`src/rtl/reg_bank_onehot_pkg.sv`:
```
// Shared constants and one-hot select helpers for the CPU register bank.
package reg_bank_onehot_pkg;
    localparam int DATA_W = 32;
    localparam int NREGS  = 16;
    localparam int IDX_W  = 4;
    localparam int ERR_W  = 8;

    function automatic logic is_onehot16(input logic [NREGS-1:0] sel);
        int cnt;
        cnt = 0;
        for (int i = 0; i < NREGS; i++) cnt += int'(sel[i]);
        return cnt == 1;
    endfunction
endpackage

```
`src/rtl/reg_bank_onehot_if.sv`:
```
// Select/data bus between the select-encode logic (master) and the register bank (slave).
interface reg_bank_onehot_if #(parameter int DATA_W = 32);
    import reg_bank_onehot_pkg::*;

    logic [NREGS-1:0]  rin_sel;
    logic [NREGS-1:0]  rout_sel;
    logic              ba_out;
    logic [DATA_W-1:0] bus_in;
    logic [DATA_W-1:0] bus_out;
    logic [IDX_W-1:0]  rd_idx;
    logic [IDX_W-1:0]  wr_idx_last;
    logic              sel_err;
    logic [ERR_W-1:0]  err_cnt;

    modport master (
        output rin_sel, rout_sel, ba_out, bus_in,
        input  bus_out, rd_idx, wr_idx_last, sel_err, err_cnt
    );
    modport slave (
        input  rin_sel, rout_sel, ba_out, bus_in,
        output bus_out, rd_idx, wr_idx_last, sel_err, err_cnt
    );
endinterface

```
`src/rtl/reg_bank_onehot_onehot16_to_bin.sv`:
```
// 16-bit one-hot to binary index encoder; inverse of the 4-to-16 decoder.
module onehot16_to_bin
    import reg_bank_onehot_pkg::*;
(
    input  logic [NREGS-1:0] sel,
    output logic [IDX_W-1:0] idx,
    output logic             one,
    output logic             multi
);
    logic [IDX_W-1:0] raw;

    always_comb begin
        raw = '0;
        for (int i = 0; i < NREGS; i++)
            if (sel[i]) raw = raw | IDX_W'(i);
    end

    assign one   = is_onehot16(sel);
    assign multi = (|sel) && !one;
    // OR-encoding is garbage for multi-hot, so only a true one-hot yields an index
    assign idx   = one ? raw : '0;
endmodule

```
`src/rtl/reg_bank_onehot.sv`:
```
// 16-entry flop register bank with one-hot write/read selects, combinational read and select-error tracking.
module reg_bank_onehot #(
    parameter int DATA_W = reg_bank_onehot_pkg::DATA_W,
    parameter int NREGS  = reg_bank_onehot_pkg::NREGS
) (
    input logic              clk,
    input logic              clr,
    reg_bank_onehot_if.slave bus
);
    import reg_bank_onehot_pkg::*;

    logic [NREGS-1:0][DATA_W-1:0] regs;
    logic [IDX_W-1:0]             wr_idx, rd_idx;
    logic                         wr_one, wr_multi, rd_one, rd_multi;
    logic [IDX_W-1:0]             wr_idx_last;
    logic                         sel_err;
    logic [ERR_W-1:0]             err_cnt;

    onehot16_to_bin u_wr_enc (.sel(bus.rin_sel),  .idx(wr_idx), .one(wr_one), .multi(wr_multi));
    onehot16_to_bin u_rd_enc (.sel(bus.rout_sel), .idx(rd_idx), .one(rd_one), .multi(rd_multi));

    always_ff @(posedge clk or posedge clr) begin
        if (clr)         regs         <= '0;
        else if (wr_one) regs[wr_idx] <= bus.bus_in;
    end

    // Illegal read and write in one cycle still count as a single error cycle
    always_ff @(posedge clk or posedge clr) begin
        if (clr) begin
            wr_idx_last <= '0;
            sel_err     <= 1'b0;
            err_cnt     <= '0;
        end else begin
            if (wr_one) wr_idx_last <= wr_idx;
            if (wr_multi || rd_multi) begin
                sel_err <= 1'b1;
                if (err_cnt != '1) err_cnt <= err_cnt + 1'b1;
            end
        end
    end

    // No write bypass: a same-cycle read of the target returns the stored value
    assign bus.bus_out     = (rd_one && !(bus.ba_out && rd_idx == '0)) ? regs[rd_idx] : '0;
    assign bus.rd_idx      = rd_idx;
    assign bus.wr_idx_last = wr_idx_last;
    assign bus.sel_err     = sel_err;
    assign bus.err_cnt     = err_cnt;
endmodule

```
`src/flat_wrapper.sv`:
```
// flat-port wrapper written by rule: the top's interface ports become plain ports
module reg_bank_onehot_flat import reg_bank_onehot_pkg::*;
#(
    parameter int DATA_W = reg_bank_onehot_pkg::DATA_W,
    parameter int NREGS  = reg_bank_onehot_pkg::NREGS
)
  (clk, clr, bus_rin_sel, bus_rout_sel, bus_ba_out, bus_bus_in, bus_bus_out, bus_rd_idx, bus_wr_idx_last, bus_sel_err, bus_err_cnt);
  reg_bank_onehot_if #(.DATA_W(DATA_W)) bus_i ();
  input logic clk;
  input logic clr;
  input wire logic [$bits(bus_i.rin_sel)-1:0] bus_rin_sel;
  input wire logic [$bits(bus_i.rout_sel)-1:0] bus_rout_sel;
  input wire logic [$bits(bus_i.ba_out)-1:0] bus_ba_out;
  input wire logic [$bits(bus_i.bus_in)-1:0] bus_bus_in;
  output wire logic [$bits(bus_i.bus_out)-1:0] bus_bus_out;
  output wire logic [$bits(bus_i.rd_idx)-1:0] bus_rd_idx;
  output wire logic [$bits(bus_i.wr_idx_last)-1:0] bus_wr_idx_last;
  output wire logic [$bits(bus_i.sel_err)-1:0] bus_sel_err;
  output wire logic [$bits(bus_i.err_cnt)-1:0] bus_err_cnt;
  assign bus_i.rin_sel = bus_rin_sel;
  assign bus_i.rout_sel = bus_rout_sel;
  assign bus_i.ba_out = bus_ba_out;
  assign bus_i.bus_in = bus_bus_in;
  assign bus_bus_out = bus_i.bus_out;
  assign bus_rd_idx = bus_i.rd_idx;
  assign bus_wr_idx_last = bus_i.wr_idx_last;
  assign bus_sel_err = bus_i.sel_err;
  assign bus_err_cnt = bus_i.err_cnt;
  reg_bank_onehot #(.DATA_W(DATA_W), .NREGS(NREGS)) u_core (.clk(clk), .clr(clr), .bus(bus_i));
endmodule
```
`config.mk`:
```
export PLATFORM = sky130hd
export DESIGN_NAME = reg_bank_onehot_flat
export DESIGN_NICKNAME = d
export VERILOG_FILES = /design/src/rtl/reg_bank_onehot_pkg.sv /design/src/rtl/reg_bank_onehot_if.sv /design/src/rtl/reg_bank_onehot_onehot16_to_bin.sv /design/src/rtl/reg_bank_onehot.sv /design/src/flat_wrapper.sv
export SDC_FILE = /design/constraint.sdc
export NUM_CORES = 1
export LEC_CHECK = 0
export ABC_AREA = 1
export BUFFER_PORTS_ARGS = -buffer_cell sky130_fd_sc_hd__buf_2
export CAP_MARGIN = 10
export CORE_UTILIZATION = 64
export CTS_BUF_LIST = sky130_fd_sc_hd__clkbuf_4
export DETAILED_ROUTE_END_ITERATION = 10
export MAX_ROUTING_LAYER = met4
export PLACE_DENSITY = 0.92
export SETUP_SLACK_MARGIN = 0.4
export SYNTH_ARGS = -nofsm -noshare
export SYNTH_HDL_FRONTEND = slang
export SYNTH_HIERARCHICAL = 1
export SYNTH_SLANG_ARGS = --single-unit
```
`constraint.sdc`:
```
create_clock -name clk -period 24.1 [get_ports clk]
set_input_delay 6.025 -clock clk [delete_from_list [all_inputs] [get_ports clk]]
set_output_delay 6.025 -clock clk [all_outputs]
set_load 0.01 [all_outputs]
```
Word level (Yosys, flattened, before mapping)

Cells that the tools add are included.

Flip-flop bits (word level): 525
Bits of input ports: 67
Output and inout port bits: 49
Word-level logic and storage cells: 107

$add $sub $neg: 31
$lt $le $gt $ge: 3
Equality and inequality tests: 3
Muxes and demuxes: 38
Reduce and logical (&&, ||, !) cells: 13

Operator list:

| cell                                                 | count |
|---|---|
| bitwise mux 512 bit                                  | 1 |
| binary-select mux 32 bit (select 4 bit)              | 1 |
| demux 32 bit (select 4 bit)                          | 1 |
| 2-to-1 mux 32 bit                                    | 3 |
| 2-to-1 mux 4 bit                                     | 18 |
| adder 15 x 1 -> 16 bit                               | 2 |
| equality test 16 x 1 -> 1 bit, second input constant | 2 |
| OR reduction 16 bit                                  | 2 |
| adder 14 x 1 -> 15 bit                               | 2 |
| adder 13 x 1 -> 14 bit                               | 2 |
| adder 12 x 1 -> 13 bit                               | 2 |
| adder 11 x 1 -> 12 bit                               | 2 |
| 2-to-1 mux 3 bit                                     | 8 |
| adder 10 x 1 -> 11 bit                               | 2 |
| adder 9 x 1 -> 10 bit                                | 2 |
| adder 8 x 1 -> 9 bit                                 | 2 |
| adder 7 x 1 -> 8 bit                                 | 2 |
| adder 6 x 1 -> 7 bit                                 | 2 |
| adder 5 x 1 -> 6 bit                                 | 2 |
| adder 4 x 1 -> 5 bit                                 | 2 |
| < comparator 4 x 5 -> 1 bit, second input constant   | 2 |
| adder 3 x 1 -> 4 bit                                 | 2 |
| adder 8 x 1 -> 8 bit, second input constant          | 1 |
| 2-to-1 mux 2 bit                                     | 4 |
| other kinds (10)                                     | 19 |

Depth between registers and ports, before layout

Gate-level depths: netlist of the first run.

Word-level depth: 22
Depth in mapped cells: 26
Gate-level depth less buffers: 23

Cells and area by module

The synthesis of the first run kept the hierarchy.

Modules (own cells, without submodules):

| module                             | times used | cells each | area an instance (um2) | seq. area each (um2) |
|---|---|---|---|---|
| reg_bank_onehot                    | 1          | 3344       | 25049.0                | 13137.6 |
| onehot16_to_bin at u_core.u_rd_enc | 1          | 82         | 540.5                  | 0.0 |
| onehot16_to_bin at u_core.u_wr_enc | 1          | 82         | 534.3                  | 0.0 |

Worst setup path before layout of the first run

No wires, ideal clock.

Path kind: input to output
Start: in bus_rout_sel[5]
End: out bus_bus_out[13]
Arrival: 10310 ps
Data required time: 18075 ps
Path slack: 7765 ps
Stages on the path: 26
Path buffers: 3
Cells stage by stage: inv_1 > fa_1 > inv_1 > fa_1 > fa_1 > inv_1 > fa_1 > inv_1 > ha_1 > fa_1 > nor2_1 > nand2_1 > nor2_2 > nand2_2 > nor2_1 > buf_2 > inv_2 > buf_4 > buf_2 > nand2_1 > nand3_1 > nand2_1 > nand2_1 > nand2_1 > inv_1 > a21oi_1

Cells in the longest elaborated chain, start to end: 18
Elaborated cells between the ends (all ways): 31
Classes of those cells: 11 x add/sub; 1 x eq/ne; 15 x mux; 4 x reduce/logical

Ends and longest elaborated chain:

| what                                                                            | line                                  | RTL |
|---|---|---|
| from (decl)                                                                     | flat_wrapper.sv:12                    | `input wire logic [$bits(bus_i.rout_sel)-1:0] bus_rout_sel;` |
| adder 5 x 1 -> 6 bit                                                            | reg_bank_onehot_pkg.sv:11             | `for (int i = 0; i < NREGS; i++) cnt += int'(sel[i]);` |
| adder 6 x 1 -> 7 bit                                                            | reg_bank_onehot_pkg.sv:11             |  |
| adder 7 x 1 -> 8 bit                                                            | reg_bank_onehot_pkg.sv:11             |  |
| adder 8 x 1 -> 9 bit                                                            | reg_bank_onehot_pkg.sv:11             |  |
| adder 9 x 1 -> 10 bit                                                           | reg_bank_onehot_pkg.sv:11             |  |
| adder 10 x 1 -> 11 bit                                                          | reg_bank_onehot_pkg.sv:11             |  |
| adder 11 x 1 -> 12 bit                                                          | reg_bank_onehot_pkg.sv:11             |  |
| adder 12 x 1 -> 13 bit                                                          | reg_bank_onehot_pkg.sv:11             |  |
| adder 13 x 1 -> 14 bit                                                          | reg_bank_onehot_pkg.sv:11             |  |
| adder 14 x 1 -> 15 bit                                                          | reg_bank_onehot_pkg.sv:11             |  |
| adder 15 x 1 -> 16 bit                                                          | reg_bank_onehot_pkg.sv:11             |  |
| equality test 16 x 1 -> 1 bit                                                   | reg_bank_onehot_pkg.sv:12             | `return cnt == 1;` |
| 2-to-1 mux 4 bit *                                                              | reg_bank_onehot_onehot16_to_bin.sv:21 | `assign idx = one ? raw : '0;` |
| net bus_rd_idx[0]                                                               | flat_wrapper.sv:16                    | `output wire logic [$bits(bus_i.rd_idx)-1:0] bus_rd_idx;` |
| branches (longest 4 deep; another with binary-select mux 32 bit (select 4 bit)) | -                                     |  |
| 2-to-1 mux 32 bit *                                                             | reg_bank_onehot.sv:43                 | `assign bus.bus_out = (rd_one && !(bus.ba_out && rd_idx == '0)) ? regs[rd_idx] : '0;` |
| to (decl)                                                                       | flat_wrapper.sv:15                    | `output wire logic [$bits(bus_i.bus_out)-1:0] bus_bus_out;` |

Mark *: on every way through the listed nets, which the timed path passes. The select of a mux whose other input is x is not followed.

Worst setup path after layout of the first run

Start: in bus_rout_sel[11]
End: out bus_bus_out[14]

Cells in the longest elaborated chain, start to end: 12
Elaborated cells between the ends (all ways): 19
Classes of those cells: 5 x add/sub; 1 x eq/ne; 9 x mux; 4 x reduce/logical

Ends and longest elaborated chain:

| what                                                            | line |
|---|---|
| branches (longest 11 deep; another with adder 15 x 1 -> 16 bit) | - |
| 2-to-1 mux 32 bit *                                             | reg_bank_onehot.sv:43 |

Mark *: on every way between the ends. The select of a mux whose other input is x is not followed.

==> flow_summary_export.csv, run 1 <==
group,metric,value,unit
sta,slew_violations,0,
sta,fin_tns_setup,0,ps
sta,whs,472,ps
drt,drc,0,
floorplanning,die_x,204,um
grt,grt_usage,37.1,%
grt,globalRoute.busiestLayer,"met2",
drt,routedWlPerCell,17.5,um
setup_path,setup.worst_path.class,"primary input to output port",
synthesis,seq_area_frac_synth,50.3,%
drt,drt_iter0_markers,3316,
synthesis,syn_nets,3608,
hold_path,min_path_type,"flip-flop to flip-flop",
final_layout,final_layout_size_suffix_gt1_share,10.8,%
final_layout,syn2layout_area_growth,8.02,%
cts,tritoncts,"built",
cts,cts_resized,0,
drt,vias,24100,
pwr,p_leak,0.0145,uW
cts,cts.sinks,525,
sta,maxSlewHeadroom,14.6,%
sta,clock_skew,6.43,ps
final_layout,final_cells,4166,
final_layout,final_cell_mix,"1439 x nand2_1, 525 x dfrtp_1, 491 x o21ai_0",
sta,period_share,78.7,%
cts,cts_setup_buffers,0,
pwr,power_frac_clock,21.5,%
run,cap_viol_max_count,0,
sta,min_period,18960,ps
synthesis,ys_warn_count,6,
cts,h-tree-depth,4,
grt,met3_usage,8.50,%
drt,ant_nets,0,
setup_path,cp.arrival,12940,ps
drt,drt_pass1_iterations,9,
grt,grt_util_met2,55.5,%
sta,rsz0062_at_grt,"false",
run_status,status,"finished clean",
pwr,switchingPower,1580,uW
grt,grt_pass1_vias,23200,
cts,holdBufCountCts,0,
final_layout,fillerInstances,3046,
drt,drt-total-wl,73000,um
pwr,p_seq_share,35.3,%
final_layout,final_common_cell,"nand2_1",
synthesis,yosysUniqueCellTypes,22,
final_layout,seqCellArea,13100,um^2
sta,tightest_slew,1280,ps
final_layout,layout.nets,3659,
floorplanning,core,40000,um^2
sta,max_freq,52.7,MHz
floorplanning,die_area,41600,um^2
synthesis,synth_area,26100,um^2
pwr,vdd_drop_max,0.123,mV
setup_path,worstPathRequired,18070,ps
floorplanning,initial_utilization,65.3,%
cts,cts.path.max_buffers,3,
place,place_congestion,0.893,
grt,grt_pass1_wl,118000,um
cts,cts_root_buf,"clkbuf_4",
grt,overflow,0,
grt,grt_max_degree,175,
pwr,pwr-share-comb,43.2,%
final_layout,multi_input_area,10500,um^2
synthesis,syn_area_per_cell,7.45,um^2
cts,cts_buffers,135,
pwr,swShare,44.7,%
setup_path,cp_max_fo,34,
drt,avgViaCountPerCell,5.78,
synthesis,ys_ff_latch,525,
cts,clock_latency,810,ps
floorplanning,io_pins,116,
floorplanning,die_h,204,um
place,dp.cells,3947,
pwr,p_per_area,126,nW/um^2
synthesis,synth_cells,3508,
place,place.port_buffers,115,
sta,hold_viol,0,
place,dpl.hpwl,39600,um
floorplanning,fp-row-count,73,
grt,antenna_found_initial,2,
cts,clkSlewWorstSetupHoldPaths,60,ps
sta,setup_viol,0,
grt,use_met1,46.9,%
setup_path,cp-start-kind,"primary input",
pwr,power.internal,1960,uW
setup_path,cp-end-kind,"output port",
power by group through the flow:
stage	Clock [uW]	Sequential, uW	Combinational, uW
after detailed placement	0	1250	1480
after CTS	769	1240	1490
final	761	1250	1530
after global routing	812	1270	1700
after global placement	0	1240	1430
after floorplan	0	1230	1120
per-stage QoR:
step | setup slack (ps) | power [uW] | utilization (%) | area, um^2
2_1_floorplan | 3410 | 2350 | - | 26100
3_3_place_gp | 5510 | 2680 | 66.4 | 26600
3_5_place_dp | 5430 | 2730 | 66.4 | 26600
4_1_cts | 5390 | 3510 | 70.5 | 28200
5_1_grt | 4940 | 3780 | 70.5 | 28200
6_report | 5140 | 3540 | 70.5 | 28200
worst max-delay path, stage by stage:
cell	delay, ps
buf_2	130
fa_1	560
inv_1	60
fa_1	480
inv_1	50
fa_1	470
inv_1	50
fa_1	480
inv_1	50
ha_1	200
fa_1	450
nor2_1	100
nand2_1	70
nor2_2	90
nand2_2	160
nor2_4	110
buf_4	560
inv_2	640
nor2_4	1160
nand2_1	170
nand2_1	230
inv_1	60
a21oi_1	360
buf_2	210
layer usage:
| layer | up-vias | share of wire, % |
|---|---|---|
| met4 | 0 | 5.3 |
| met1 | 11200 | 38 |
| li1 | 11000 | - |
| met5 | - | 0 |
| met2 | 1587 | 45 |
| met3 | 278 | 12 |
sequential cells by signal, indices dropped and copies added, names as in the netlist:
register,cells
u_core/bus.sel_err,1
u_core/bus.wr_idx_last,4
u_core/bus.err_cnt,8
u_core/regs,512
cells by family after synthesis:
logic type               after synthesis  synth area share, %
AND/OR/NAND/NOR                     1756                 26.8
adder cells (fa/ha/maj)               33                 2.16
AO/OA/AOI/OAI                        571                 10.9
buffers and inverters                618                 9.66
XOR/XNOR                               5                0.168
flip-flops                           525                 50.3
final timing paths:
kind,from,to,slack [ps],cells past startpoint
max in group asynchronous,clr,u_core/regs[348],16080,4
worst min-delay path,u_core/bus.sel_err,u_core/bus.sel_err,470,2
worst min register to register,u_core/bus.sel_err,u_core/bus.sel_err,470,2
worst max-delay path,bus_rout_sel[11],bus_bus_out[14],5140,24
worst max register to register,u_core/bus.err_cnt[0],u_core/bus.err_cnt[4],22250,6
min in group asynchronous,clr,u_core/regs[103],5410,2
Yosys cell counts:
cell,count,area [um^2]
nor3_1,2,10.0
nand2_1,1439,5400
fa_1,20,400
o21ai_1,31,155
inv_1,381,1430
nand2_2,18,113
nor2_4,4,45.0
o21ai_0,491,2460
nand3_1,231,1160
buf_4,18,135
buf_2,109,546
nand3_2,2,20.0
dfrtp_1,525,13100
ha_1,13,163
nand4_1,2,12.5
inv_2,5,18.8
nor2_2,9,56.3
nor2_1,49,184
buf_1,5,18.8
a21oi_1,49,245
clkbuf_1,100,375
xor2_1,5,43.8
area by class of cell:
cell class | instances | share of cell area [%]
sequential | 525 | 46.6
multi-input combinational | 2365 | 37.2
inverter | 386 | 5.20
clock buffer | 191 | 5.08
timing repair buffer | 146 | 2.86
tap | 525 | 2.33
clock inverter | 26 | 0.745
antenna | 2 | 0.0177
Note: power is estimated with default switching activity, not from simulation.
==> inputs of run 2 (changes only) <==
ABC_AREA = 0   (was 1)
PLACE_DENSITY = 0.93   (was 0.92)
clock period = 19.15 ns   (was 24.1 ns; I/O delays follow)
==> run 2 against run 1 <==
Sequential share of layout area grew 1.5 points. Core utilization is 1.5 points higher. Register-to-register slack lost 4700 ps. Critical endpoint is now bus_bus_out[25]. Cell count is 43% lower. Critical path type unchanged. Setup slack worse by 2300 ps. Combinational power is essentially flat.
==> flow_summary_export.csv, run 2 <==
group,metric,value,unit
setup_path,setup.worst_path.class,"primary input to output port",
grt,grt_pass1_wl,93500,um
place,place_congestion,0.877,
synthesis,synth-compound-area-share,2.22,%
sta,rsz0062_at_grt,"false",
cts,cts_resized,0,
final_layout,final_common_cell,"dfrtp_1",
run_status,status,"finished clean",
cts,cts.path.max_buffers,3,
cts,clkSlewWorstSetupHoldPaths,60,ps
cts,cts.sinks,525,
synthesis,synth_common_cells,"525 x dfrtp_1, 509 x mux2_2, 108 x mux2i_1",
cts,cts_root_buf,"clkbuf_4",
cts,clock_latency,780,ps
synthesis,synth_fa_ha_area_share,2.27,%
synthesis,async_reset_ff_share,100,%
synthesis,synthSimpleGateAreaFrac,2.26,%
floorplanning,die_x,199,um
final_layout,final_layout_size_suffix_gt1_share,52.7,%
synthesis,yosysTopAreaCell,"dfrtp_1",
grt,antenna_found_initial,5,
synthesis,synth_area,24800,um^2
drt,ant_nets,0,
final_layout,fillerInstances,2207,
sta,hold_viol,0,
final_layout,multi_input_area,10900,um^2
drt,vias,15400,
grt,grt_usage,32.7,%
synthesis,seq_area_frac_synth,53.0,%
grt,overflow,0,
drt,drt-total-wl,59600,um
final_layout,final_cell_mix,"525 x dfrtp_1, 509 x mux2_2, 194 x clkbuf_4",
synthesis,synth_xor_area_share,0.106,%
setup_path,cp-start-kind,"primary input",
drt,routedWlPerCell,24.9,um
drt,wl_met1,24200,um
synthesis,synth_cells,1650,
grt,grt_max_degree,190,
setup_path,cp-end-kind,"output port",
sta,max_freq,61.2,MHz
sta,setup_viol,0,
grt,grt_pass1_vias,16500,
cts,holdBufCountCts,0,
floorplanning,core,37900,um^2
run,cap_viol_max_count,0,
final_layout,regMostFlops,"u_core/regs",
synthesis,synth_top_family_by_area,"multiplexers",
synthesis,synth.top_cell.area_share,53.0,%
drt,maxUsedRoutingLayer,"met4",
drt,wl_met2,29800,um
final_layout,seqCellArea,13100,um^2
synthesis,synth.most_common_cell,"dfrtp_1",
drt,wl_met3,4210,um
place,place.port_buffers,115,
synthesis,yosysUniqueCellTypes,49,
drt,avgViaCountPerCell,6.44,
final_layout,reg_top3,"u_core/regs: 512 flops, u_core/bus.err_cnt: 8 flops, u_core/bus.wr_idx_last: 4 flops",
cts,cts_buffers,135,
pwr,p_leak,0.0132,uW
final_layout,layout.nets,1896,
hold_path,min_path_type,"flip-flop to flip-flop",
sta,period_share,85.3,%
sta,min_period,16330,ps
synthesis,synth_mux_area_share,36.7,%
cts,tritoncts,"built",
drt,drc,0,
synthesis,yosys-top-cells-area,"dfrtp_1 53%, mux2_2 23%, mux4_2 8.8%",
cts,cts_setup_buffers,0,
synthesis,syn_nets,1750,
pwr,finalPower,3980,uW
final_layout,largest_reg_flops,512,
synthesis,synthFlopType,"dfrtp_1",
setup_path,cp.arrival,11550,ps
sta,maxSlewHeadroom,25.5,%
synthesis,ys_ff_latch,525,
sta,fin_tns_setup,0,ps
synthesis,ys_warn_count,6,
setup_path,cp_max_fo,51,
synthesis,synth-edff-count,0,
pwr,p_per_area,146,nW/um^2
cts,h-tree-depth,4,
pwr,vdd_drop_max,0.159,mV
sta,slew_violations,0,
floorplanning,fp-row-count,71,
sta,clock_skew,6.90,ps
sta,tightest_slew,1120,ps
drt,drt_pass1_iterations,7,
floorplanning,die_h,199,um
floorplanning,die_area,39500,um^2
floorplanning,initial_utilization,65.4,%
setup_path,rrSetupSlack,17530,ps
final_layout,syn2layout_area_growth,10.2,%
floorplanning,io_pins,116,
synthesis,syn_area_per_cell,15.0,um^2
setup_path,worstPathRequired,14360,ps
place,dpl.hpwl,33700,um
drt,drt_iter0_markers,1318,
==> run 2: changes by cell type in the layout (fill, tap and decap cells not counted), moves of 97 or more <==
cell     before  now
nand2_1    1439    4
mux2_2        0  509
o21ai_0     491    1
inv_1       380   48
nand3_1     231    3
mux2i_1       0  108
mux4_2        0   97
==> run 2: layout make-up <==
type                    count  area share, %
multi-input cells         939           39.9
well taps                 511           2.34
clock buffers             194           5.33
repair buffers            145           3.02
clock inverters            21          0.499
flip-flops and latches    525           48.1
inverters                  50          0.701
diodes                      6         0.0550
==> run 2: layer usage <==
metal  vias to the layer above  track usage [%]
met5                         -                -
met4                         0             12.8
met3                       131             6.83
met2                       638             50.8
met1                      8210             42.5
li1                       6423                -
==> run 2: critical path: stages <==
cell	delay [ps]
buf_2	130
inv_1	70
fa_1	530
inv_1	50
fa_1	470
fa_1	530
inv_1	60
fa_1	480
inv_1	40
ha_1	200
fa_1	440
nor4b_1	330
o21ai_1	300
nor3_2	270
buf_4	420
buf_4	740
or3b_2	780
o22ai_1	290
nor2_1	100
o22ai_1	300
buf_2	200
==> run 2: where the power goes <==
group	internal [uW]	switching (uW)	total (uW)	leakage, uW
registers	1390	157	1550	0.00718
clock network	486	438	924	0.000968
logic	726	783	1510	0.00504
==> run 2: final timing paths <==
check / start / end / cells after the start
worst max register to register: u_core/bus.err_cnt[3] / u_core/bus.err_cnt[1] / 4
worst min register to register: u_core/bus.sel_err / u_core/bus.sel_err / 1
max in group asynchronous: clr / u_core/regs[38] / 5
worst min-delay path: u_core/bus.sel_err / u_core/bus.sel_err / 1
min in group asynchronous: clr / u_core/regs[407] / 2
worst max-delay path: bus_rout_sel[5] / bus_bus_out[25] / 21
==> run 2: logic make-up after synthesis <==
family,Yosys count
AND/OR/NAND/NOR,96
multiplexers,723
XOR/XNOR,3
buffers and inverters,186
flip-flops,525
adder cells (fa/ha/maj),33
AO/OA/AOI/OAI,84
==> run 2: stage by stage <==
| stage | utilization, % | worst slack [ps] | cells | area (um^2) | hold slack (ps) |
|---|---|---|---|---|---|
| 5_1_grt | 72.0 | 2620 | 2390 | 27300 | 491 |
| 3_5_place_dp | 67.8 | 2930 | 2170 | 25700 | 466 |
| 2_1_floorplan | - | 4580 | 1650 | 24800 | 453 |
| 3_3_place_gp | 67.8 | 3090 | 2170 | 25700 | 463 |
| 4_1_cts | 72.0 | 2880 | 2385 | 27300 | 486 |
| 6_report | 72.0 | 2820 | 2391 | 27300 | 476 |
